==> config.mk <==
export PLATFORM = sky130hd
export DESIGN_NAME = fetch_queue
export DESIGN_NICKNAME = d
export VERILOG_FILES = /design/src/rtl/fetch_queue.sv
export SDC_FILE = /design/constraint.sdc
export NUM_CORES = 2
export LEC_CHECK = 0
export ABC_AREA = 1
export CORE_AREA = 10 10 442 444
export CTS_BUF_LIST = sky130_fd_sc_hd__clkbuf_8
export DETAILED_ROUTE_END_ITERATION = 10
export DIE_AREA = 0 0 452 454
export GPL_ROUTABILITY_DRIVEN = 1
export PLACE_DENSITY_LB_ADDON = 0.15
export SLEW_MARGIN = 20
export SYNTH_ARGS = -nofsm -noshare
export SYNTH_HDL_FRONTEND = slang
export SYNTH_SLANG_ARGS = --single-unit
export TNS_END_PERCENT = 1
==> constraint.sdc <==
create_clock -name clk -period 14.65 [get_ports clk]
set_input_delay 2.93 -clock clk [delete_from_list [all_inputs] [get_ports clk]]
set_output_delay 2.93 -clock clk [all_outputs]
set_load 0.05 [all_outputs]
==> src/rtl/fetch_queue.sv <==
// fetch_queue: fetches instruction cache lines, extracts words one per cycle
// into an issue queue, and stops fetching on a halt word.
// The optional macro FETCH_JUMP_EN lets the fetcher follow opcode-1110 jumps
// without enqueueing them. Without the macro, those words are enqueued like
// any other word.
// The opcode is taken from the top four bits of each word. The jump offset is
// inst[27:0]. These fields assume WORD_SIZE >= 32 and, with FETCH_JUMP_EN,
// PC_WIDTH > 28.
module fetch_queue #(
    parameter int WORD_SIZE  = 32,
    parameter int LINE_WORDS = 32,
    parameter int QDEPTH     = 8,
    parameter int PC_WIDTH   = 32
) (
    input  logic                            clk,
    input  logic                            rst,
    output logic                            ic_req,
    output logic [PC_WIDTH-1:0]             ic_addr,
    input  logic                            ic_hit,
    input  logic [LINE_WORDS*WORD_SIZE-1:0] ic_line,
    output logic                            iss_valid,
    output logic [WORD_SIZE-1:0]            iss_inst,
    output logic [PC_WIDTH-1:0]             iss_pc,
    input  logic                            iss_ready,
    input  logic                            redir_valid,
    input  logic [PC_WIDTH-1:0]             redir_pc,
    output logic                            halted
);

    localparam int OFFW = $clog2(LINE_WORDS);
    localparam int QW   = $clog2(QDEPTH);

    typedef enum logic [1:0] {FETCH, EXTRACT, HALT} state_t;

    state_t                          state;
    logic [PC_WIDTH-1:0]             pc;
    logic [OFFW-1:0]                 offset;
    logic [LINE_WORDS*WORD_SIZE-1:0] line;

    logic [WORD_SIZE-1:0] q_inst [QDEPTH];
    logic [PC_WIDTH-1:0]  q_pc   [QDEPTH];
    logic [QW-1:0]        head;
    logic [QW-1:0]        tail;
    logic [QW:0]          count;

    logic [WORD_SIZE-1:0] words [LINE_WORDS];
    logic [WORD_SIZE-1:0] cur_word;
    logic [PC_WIDTH-1:0]  cur_pc;
    logic [PC_WIDTH-1:0]  line_base;
    logic [PC_WIDTH-1:0]  next_line;
    logic [3:0]           opcode;
    logic                 in_extract;
    logic                 is_zero;
    logic                 is_halt;
    logic                 take_jump;
    logic                 full;
    logic                 needs_enq;
    logic                 stall;
    logic                 enq;
    logic                 deq;

    // Slice the latched line into words. Word 0 sits in the most-significant bits.
    for (genvar i = 0; i < LINE_WORDS; i++) begin : g_words
        assign words[i] = line[(LINE_WORDS-1-i)*WORD_SIZE +: WORD_SIZE];
    end

    assign cur_word   = words[offset];
    assign cur_pc     = {pc[PC_WIDTH-1:OFFW], offset};
    assign line_base  = {pc[PC_WIDTH-1:OFFW], {OFFW{1'b0}}};
    assign next_line  = line_base + PC_WIDTH'(LINE_WORDS);
    assign opcode     = cur_word[WORD_SIZE-1 -: 4];
    assign in_extract = (state == EXTRACT);
    assign is_zero    = (cur_word == '0);
    assign is_halt    = (opcode == 4'b0001);
    assign full       = (count == (QW+1)'(QDEPTH));

`ifdef FETCH_JUMP_EN
    logic [PC_WIDTH-1:0] jump_target;
    assign take_jump   = in_extract && (opcode == 4'b1110);
    assign jump_target = cur_pc + {{(PC_WIDTH-28){cur_word[27]}}, cur_word[27:0]};
`else
    assign take_jump   = 1'b0;
`endif

    // A non-zero, non-jump word needs a queue slot. Extraction stalls while the
    // queue is full, even when the head pops this cycle. A redirect cancels any
    // enqueue or pop in the same cycle.
    assign needs_enq = in_extract && !is_zero && !take_jump;
    assign stall     = needs_enq && full;
    assign enq       = needs_enq && !full && !redir_valid;
    assign deq       = iss_valid && iss_ready && !redir_valid;

    assign iss_valid = (count != '0);
    assign iss_inst  = q_inst[head];
    assign iss_pc    = q_pc[head];

    // Circular issue queue. Reset and redirect flush it, and a simultaneous push
    // and pop leave the count unchanged.
    always_ff @(posedge clk) begin
        if (rst || redir_valid) begin
            head  <= '0;
            tail  <= '0;
            count <= '0;
        end else begin
            if (enq) begin
                q_inst[tail] <= cur_word;
                q_pc[tail]   <= cur_pc;
                tail         <= tail + 1'b1;
            end
            if (deq) begin
                head <= head + 1'b1;
            end
            case ({enq, deq})
                2'b10:   count <= count + 1'b1;
                2'b01:   count <= count - 1'b1;
                default: count <= count;
            endcase
        end
    end

    // Fetch control FSM with registered request, address and halt outputs.
    // A redirect overrides every state, including HALT and a same-cycle hit.
    always_ff @(posedge clk) begin
        if (rst) begin
            state   <= FETCH;
            pc      <= '0;
            offset  <= '0;
            line    <= '0;
            ic_req  <= 1'b0;
            ic_addr <= '0;
            halted  <= 1'b0;
        end else if (redir_valid) begin
            state   <= FETCH;
            pc      <= redir_pc;
            ic_req  <= 1'b1;
            ic_addr <= {redir_pc[PC_WIDTH-1:OFFW], {OFFW{1'b0}}};
            halted  <= 1'b0;
        end else begin
            case (state)
                FETCH: begin
                    ic_req  <= 1'b1;
                    ic_addr <= line_base;
                    if (ic_req && ic_hit) begin
                        line   <= ic_line;
                        offset <= pc[OFFW-1:0];
                        ic_req <= 1'b0;
                        state  <= EXTRACT;
                    end
                end
                EXTRACT: begin
                    if (!stall) begin
                        if (take_jump) begin
`ifdef FETCH_JUMP_EN
                            pc      <= jump_target;
                            ic_addr <= {jump_target[PC_WIDTH-1:OFFW], {OFFW{1'b0}}};
`endif
                            ic_req  <= 1'b1;
                            state   <= FETCH;
                        end else if (!is_zero && is_halt) begin
                            halted <= 1'b1;
                            state  <= HALT;
                        end else if (offset == OFFW'(LINE_WORDS-1)) begin
                            pc      <= next_line;
                            ic_addr <= next_line;
                            ic_req  <= 1'b1;
                            state   <= FETCH;
                        end else begin
                            offset <= offset + 1'b1;
                        end
                    end
                end
                HALT: begin
                    ic_req <= 1'b0;
                    halted <= 1'b1;
                end
                default: begin
                    state <= FETCH;
                end
            endcase
        end
    end

endmodule

# After elaboration in Yosys (flattened, before gate mapping)
# Memories as Yosys holds them, arrays and structs flattened. A register that Yosys moved wholly into a read port is not among the register bits.
# Cells that the tools add are included.
[word_totals]
reg_bits = 1107
elab_cells = 110
memories = 2
output_inout_bits = 99
mem_bits_rw = 512
input_bits = 1061
[classes]
n_lt_le_gt_ge = 1
n_mux = 37
reduce_logical = 31
add_sub_neg = 6
bitwise_logic = 3
n_eq_ne = 19
[mem_list]
columns = ["memory", "words", "width", "read_ports", "rd_ports_with_merged_regs", "wr", "line_no", "rtl"]
rows = [
  ["q_inst", 8, 32, 1, 1, 1, "40", "logic [WORD_SIZE-1:0] q_inst [QDEPTH];"],
  ["q_pc", 8, 32, 1, 1, 1, "41", "logic [PC_WIDTH-1:0] q_pc [QDEPTH];"],
]
[op_table]
columns = ["cell", "count"]
rows = [
  ["two-way mux 32 bit", 8],
  ["binary-select mux 32 bit (select 5 bit)", 1],
  ["one-hot mux 32 bit (2 select lines)", 1],
  ["adder 32 x 6 -> 32 bit, second input constant", 1],
  ["zero test 32 bit", 1],
  ["two-way mux 5 bit", 4],
  ["AND reduction 4 bit", 5],
  ["two-way mux 3 bit", 4],
  ["!= test 2 bit, second input constant", 6],
  ["two-way mux 1 bit", 10],
  ["one-hot mux 5 bit (2 select lines)", 1],
  ["nonzero test 2 bit", 5],
  ["logical AND 1 bit", 8],
  ["two-way mux 2 bit", 4],
  ["one-hot mux 4 bit (2 select lines)", 1],
  ["nonzero test 4 bit", 2],
  ["adder 3 x 1 -> 3 bit, second input constant", 2],
  ["greater-or-equal comparator 6 bit, second input constant", 1],
  ["!= test 3 bit, second input constant", 2],
  ["NOT 5 -> 6 bit", 1],
  ["one-hot mux 2 bit (3 select lines)", 1],
  ["AND reduction 3 bit", 2],
  ["AND reduction 6 bit", 1],
  ["adder 5 x 1 -> 5 bit, second input constant", 1],
  ["18 further kinds", 24],
]

# Logic depth before layout (Yosys ltp)
[depth]
word_depth = 12
mapped_depth = 30
mapped_depth_nobuf = 26

# Worst setup path after synthesis
# Ideal clock, no wire load.
[synth_timing]
kind = "input to register"
from = "in redir_valid"
to = "mem q_inst[4][0], enable pin"
arrival_ps = 8295
path_buffers = 2
stages = 5
setup_slack_ps = 5790
required_time_ps = 14085
setup_ps = 565
path_cell_list = "clkbuf_1 > buf_1 > nor2_1 > nand2_1 > nor3_1"
[synth_via]
elab_chain_len = 5
word_cells_on_any_way = 6
cone_classes = "mux (3); reduce/logical (3)"
[synth_lines]
columns = ["element", "line_no", "rtl"]
rows = [
  ["from (decl)", "25", "input logic redir_valid,"],
  ["zero test 1 bit", "90", "assign enq = needs_enq && !full && !redir_valid;"],
  ["logical AND 1 bit", "90", ""],
  ["two-way mux 1 bit", "105", "if (enq) begin"],
  ["two-way mux 1 bit *", "100", "if (rst || redir_valid) begin"],
  ["two-way mux 1 bit (not written as such) *", "106", "q_inst[tail] <= cur_word;"],
  ["to (decl)", "40", ""],
]
# Mark *: on every way between the ends. The rest lies on a longest branch, timed or not.

==> summary.txt <==
Place
  – Gpl congestion: 0.943
  – Cells after DPL: 12.2k
  – Post-detail-place hpwl: 239000 µm
  – IO buf count: 1154

Worst setup path
  – Worst path top cell family by delay: buffers and inverters
  – Critical path arrival: 5.28 ns
  – Startpoint Class: register
  – Crit path buffers/inverters: 3
  – Setup crit end kind: output port
  – Crit-path max cell delay: 0.95 ns
  – CP max FO: 81
  – Critical path class: reg -> out
  – Critical path data required time: 11.72 ns
  – Worst-path cell chain: clkinv_2 > buf_4 > nor2_1 > o21ai_0 > a31oi_1 > clkdlybuf4s50_1
  – Slowest CP cell: clkdlybuf4s50_1

Clock tree
  – CTS tree: yes
  – Clock Latency Late Sink: 1.07 ns
  – Clock transition at path regs: 0.05 ns
  – Post-CTS setup buffer count: 0
  – Htree depth: 5
  – Clock buffer depth: 4
  – Resize count post-CTS: 0
  – TritonCTS Buffers: 304
  – Root Driver: clkbuf_8
  – # hold bufs at CTS: 0
  – CTS sink cnt: 1617

Run
  – Max Cap Violations: 0

STA
  – Fmax: 122 MHz
  – Setup TNS Final: 0 ns
  – WHS: 0.453 ns
  – Tcrit/Tclk final: 56.0%
  – Max-slew violations: 0
  – Final Hold Viols: 0
  – RSZ-0062 raised after global routing: false
  – Setup violators final: 0
  – Min Tclk post-route: 8.21 ns
  – Layout Skew: 0.0538 ns
  – Relative slew slack: 1.24%
  – Actual slew at the worst max-slew pin: 1.48 ns

Floorplanning
  – Core area: 187000 µm²
  – Die X: 452 µm
  – Row cnt: 159
  – Starting Density: 37.4%
  – Io pins: 1160
  – Full die area: 205000 µm²
  – Die Height: 454 µm

Drt
  – Number of vias per cell: 5.35
  – Detail Route Antenna Nets: 0
  – Post-route DRC: 0
  – DR pass1 iterations: 6
  – Final wirelength: 336000 µm
  – Initial DRC count: 7181
  – Routed wire per std cell: 26.2 µm
  – Via count: 68.5k

Synthesis
  – Netlist Area Pre-Place: 69900 µm²
  – Syn Inst Count: 9157
  – Yosys cell types: 41
  – YS warnings: 0
  – Post-synthesis sequential element count: 1617
  – Seq/Total Area, Yosys: 53.7%
  – Avg Cell Area, Syn: 7.63 µm²

Power
  – Pleak: 0.0349 µW
  – Worst vdd ir: 0.0000628 V
  – Pwr Total: 10700 µW
  – PD cells: 121 nW/µm²

Global route
  – Congestion Overflow GR: 0
  – Vias in the first global route: 64.8k
  – GRT Total Usage: 30.9%
  – Largest net degree at the start of global routing: 294
  – Global-route wire length before repair: 467000 µm
  – Initial antenna violation count: 145

Run status
  – Status: complete, no violations

Cells and area
  – Area Overhead vs Synth: 26.4%
  – Layout cell share with drive strength beyond 1: 5.00%
  – Area of the multi-input gates: 28200 µm²
  – Filler Cell Count: 19.0k
  – Final Non-Filler Cells: 12.8k
  – Fin util: 47.3%
  – Reg area: 37500 µm²
  – Layout Nets: 11.1k

Worst hold path
  – Worst hold path class: reg -> reg
[Yosys cell counts, drive strengths merged]
cell type	number	area [µm²]
buf	198	1080
nand4	52	325
or2	1	6.26
o22ai	64	400
o21ai	1497	7490
clkbuf	498	1870
a221o	1	10.0
xor2	24	210
a21boi	4	30.0
a211oi	1	7.51
a221oi	1	8.76
dfxtp	1105	22100
nand2	1053	3970
ha	11	138
a21oi	359	1800
a22oi	1	7.51
nand3	440	2220
nor2	2887	10800
conb	1	3.75
clkinv	1	3.75
edfxtp	512	15400
o211ai	10	75.1
o31ai	1	7.51
mux2i	3	30.0
nor3	17	101
o221ai	1	8.76
nor2b	1	6.26
inv	344	1290
a31oi	65	407
xnor2	3	26.3
fa	1	20.0
[metal layers]
layer  track usage (%)  wire [µm]
met5                 0        375
met4              19.0      20100
met3              6.88      25500
met2              47.9     153000
met1              39.2     136000
[flip-flops by register name (all words and copies together) (netlist names), 2 cells and up, named ones only]
| register | count |
|---|---|
| ic_addr | 27 |
| pc | 32 |
| head | 3 |
| offset | 5 |
| line | 1024 |
| tail | 3 |
| q_inst | 256 |
| state | 2 |
| q_pc | 256 |
| count | 4 |
[worst reg2reg max path, delay by kind of cell (launching register included)]
family                 cells  cell delay, ns
buffers and inverters      5            3.54
AND/OR/NAND/NOR           15            2.45
flip-flops                 1            0.79
AO/OA/AOI/OAI              1            0.05
[cells in the final DEF, fill, tap and decap left out, types with 11 or more instances in the layout]
master           Yosys  final
a21oi_1            359    359
a31oi_1             65     65
buf_4               12     71
clkbuf_8             0    358
clkdlybuf4s50_1      0   1154
clkinv_1             1     22
clkinv_2             0     25
dfxtp_1           1105   1099
diode_2              0     82
edfxtp_1           512    512
ha_1                11     11
inv_1              340    442
nand2_1           1047   1046
nand3_1            437    436
nand4_1             52     52
nor2_1            2887   2887
o21ai_0           1481   1481
o21ai_1             16     15
o22ai_1             64     64
xor2_1              24     24
[stage by stage]
stage / area [µm²] / setup WS (ns)
floorplan: 69900 / 5.79
global placement: 82400 / 6.77
detailed placement: 82400 / 6.76
CTS: 88100 / 6.28
global route: 88300 / 6.18
finish: 88300 / 6.44
[power by group]
part	total, µW	internal, µW	switching, µW	leakage [µW]
clock network	4220	2260	1970	0.00333
logic	1550	518	1030	0.0178
registers	4940	4840	100	0.0138
total	10700	7620	3100	0.0349
[area by class of cell]
cell class,count,share of cell area [%]
Sequential cell,1617,42.5
Multi-Input combinational cell,6503,31.9
Timing Repair Buffer,1233,13.9
Clock buffer,358,5.58
Tap cell,2495,3.54
Inverter,345,1.52
Clock inverter,163,0.844
Antenna cell,82,0.232
[cell families (layout without fill, tap and decap cells)]
group,Yosys count,in the layout,share of synthesized area [%]
simple gates,4451,4451,25.0
compound gates,2005,2005,14.7
flops,1617,1617,53.7
buf+inv,1041,2099,6.08
xor+xnor,27,27,0.338
fa+ha+maj,12,12,0.226
mux,3,3,0.0430
other cells,1,87,0.00537
[final timing paths]
path	startpoint	end	slack [ns]	cells after the start
min reg2reg	line[387]	line[387]	0.45	2
min	line[387]	line[387]	0.45	2
max	register	iss_pc[5]	6.44	6
max reg2reg	offset[0]	q_inst[1][18]	7.35	21
Note: power is estimated with default switching activity, not from simulation.
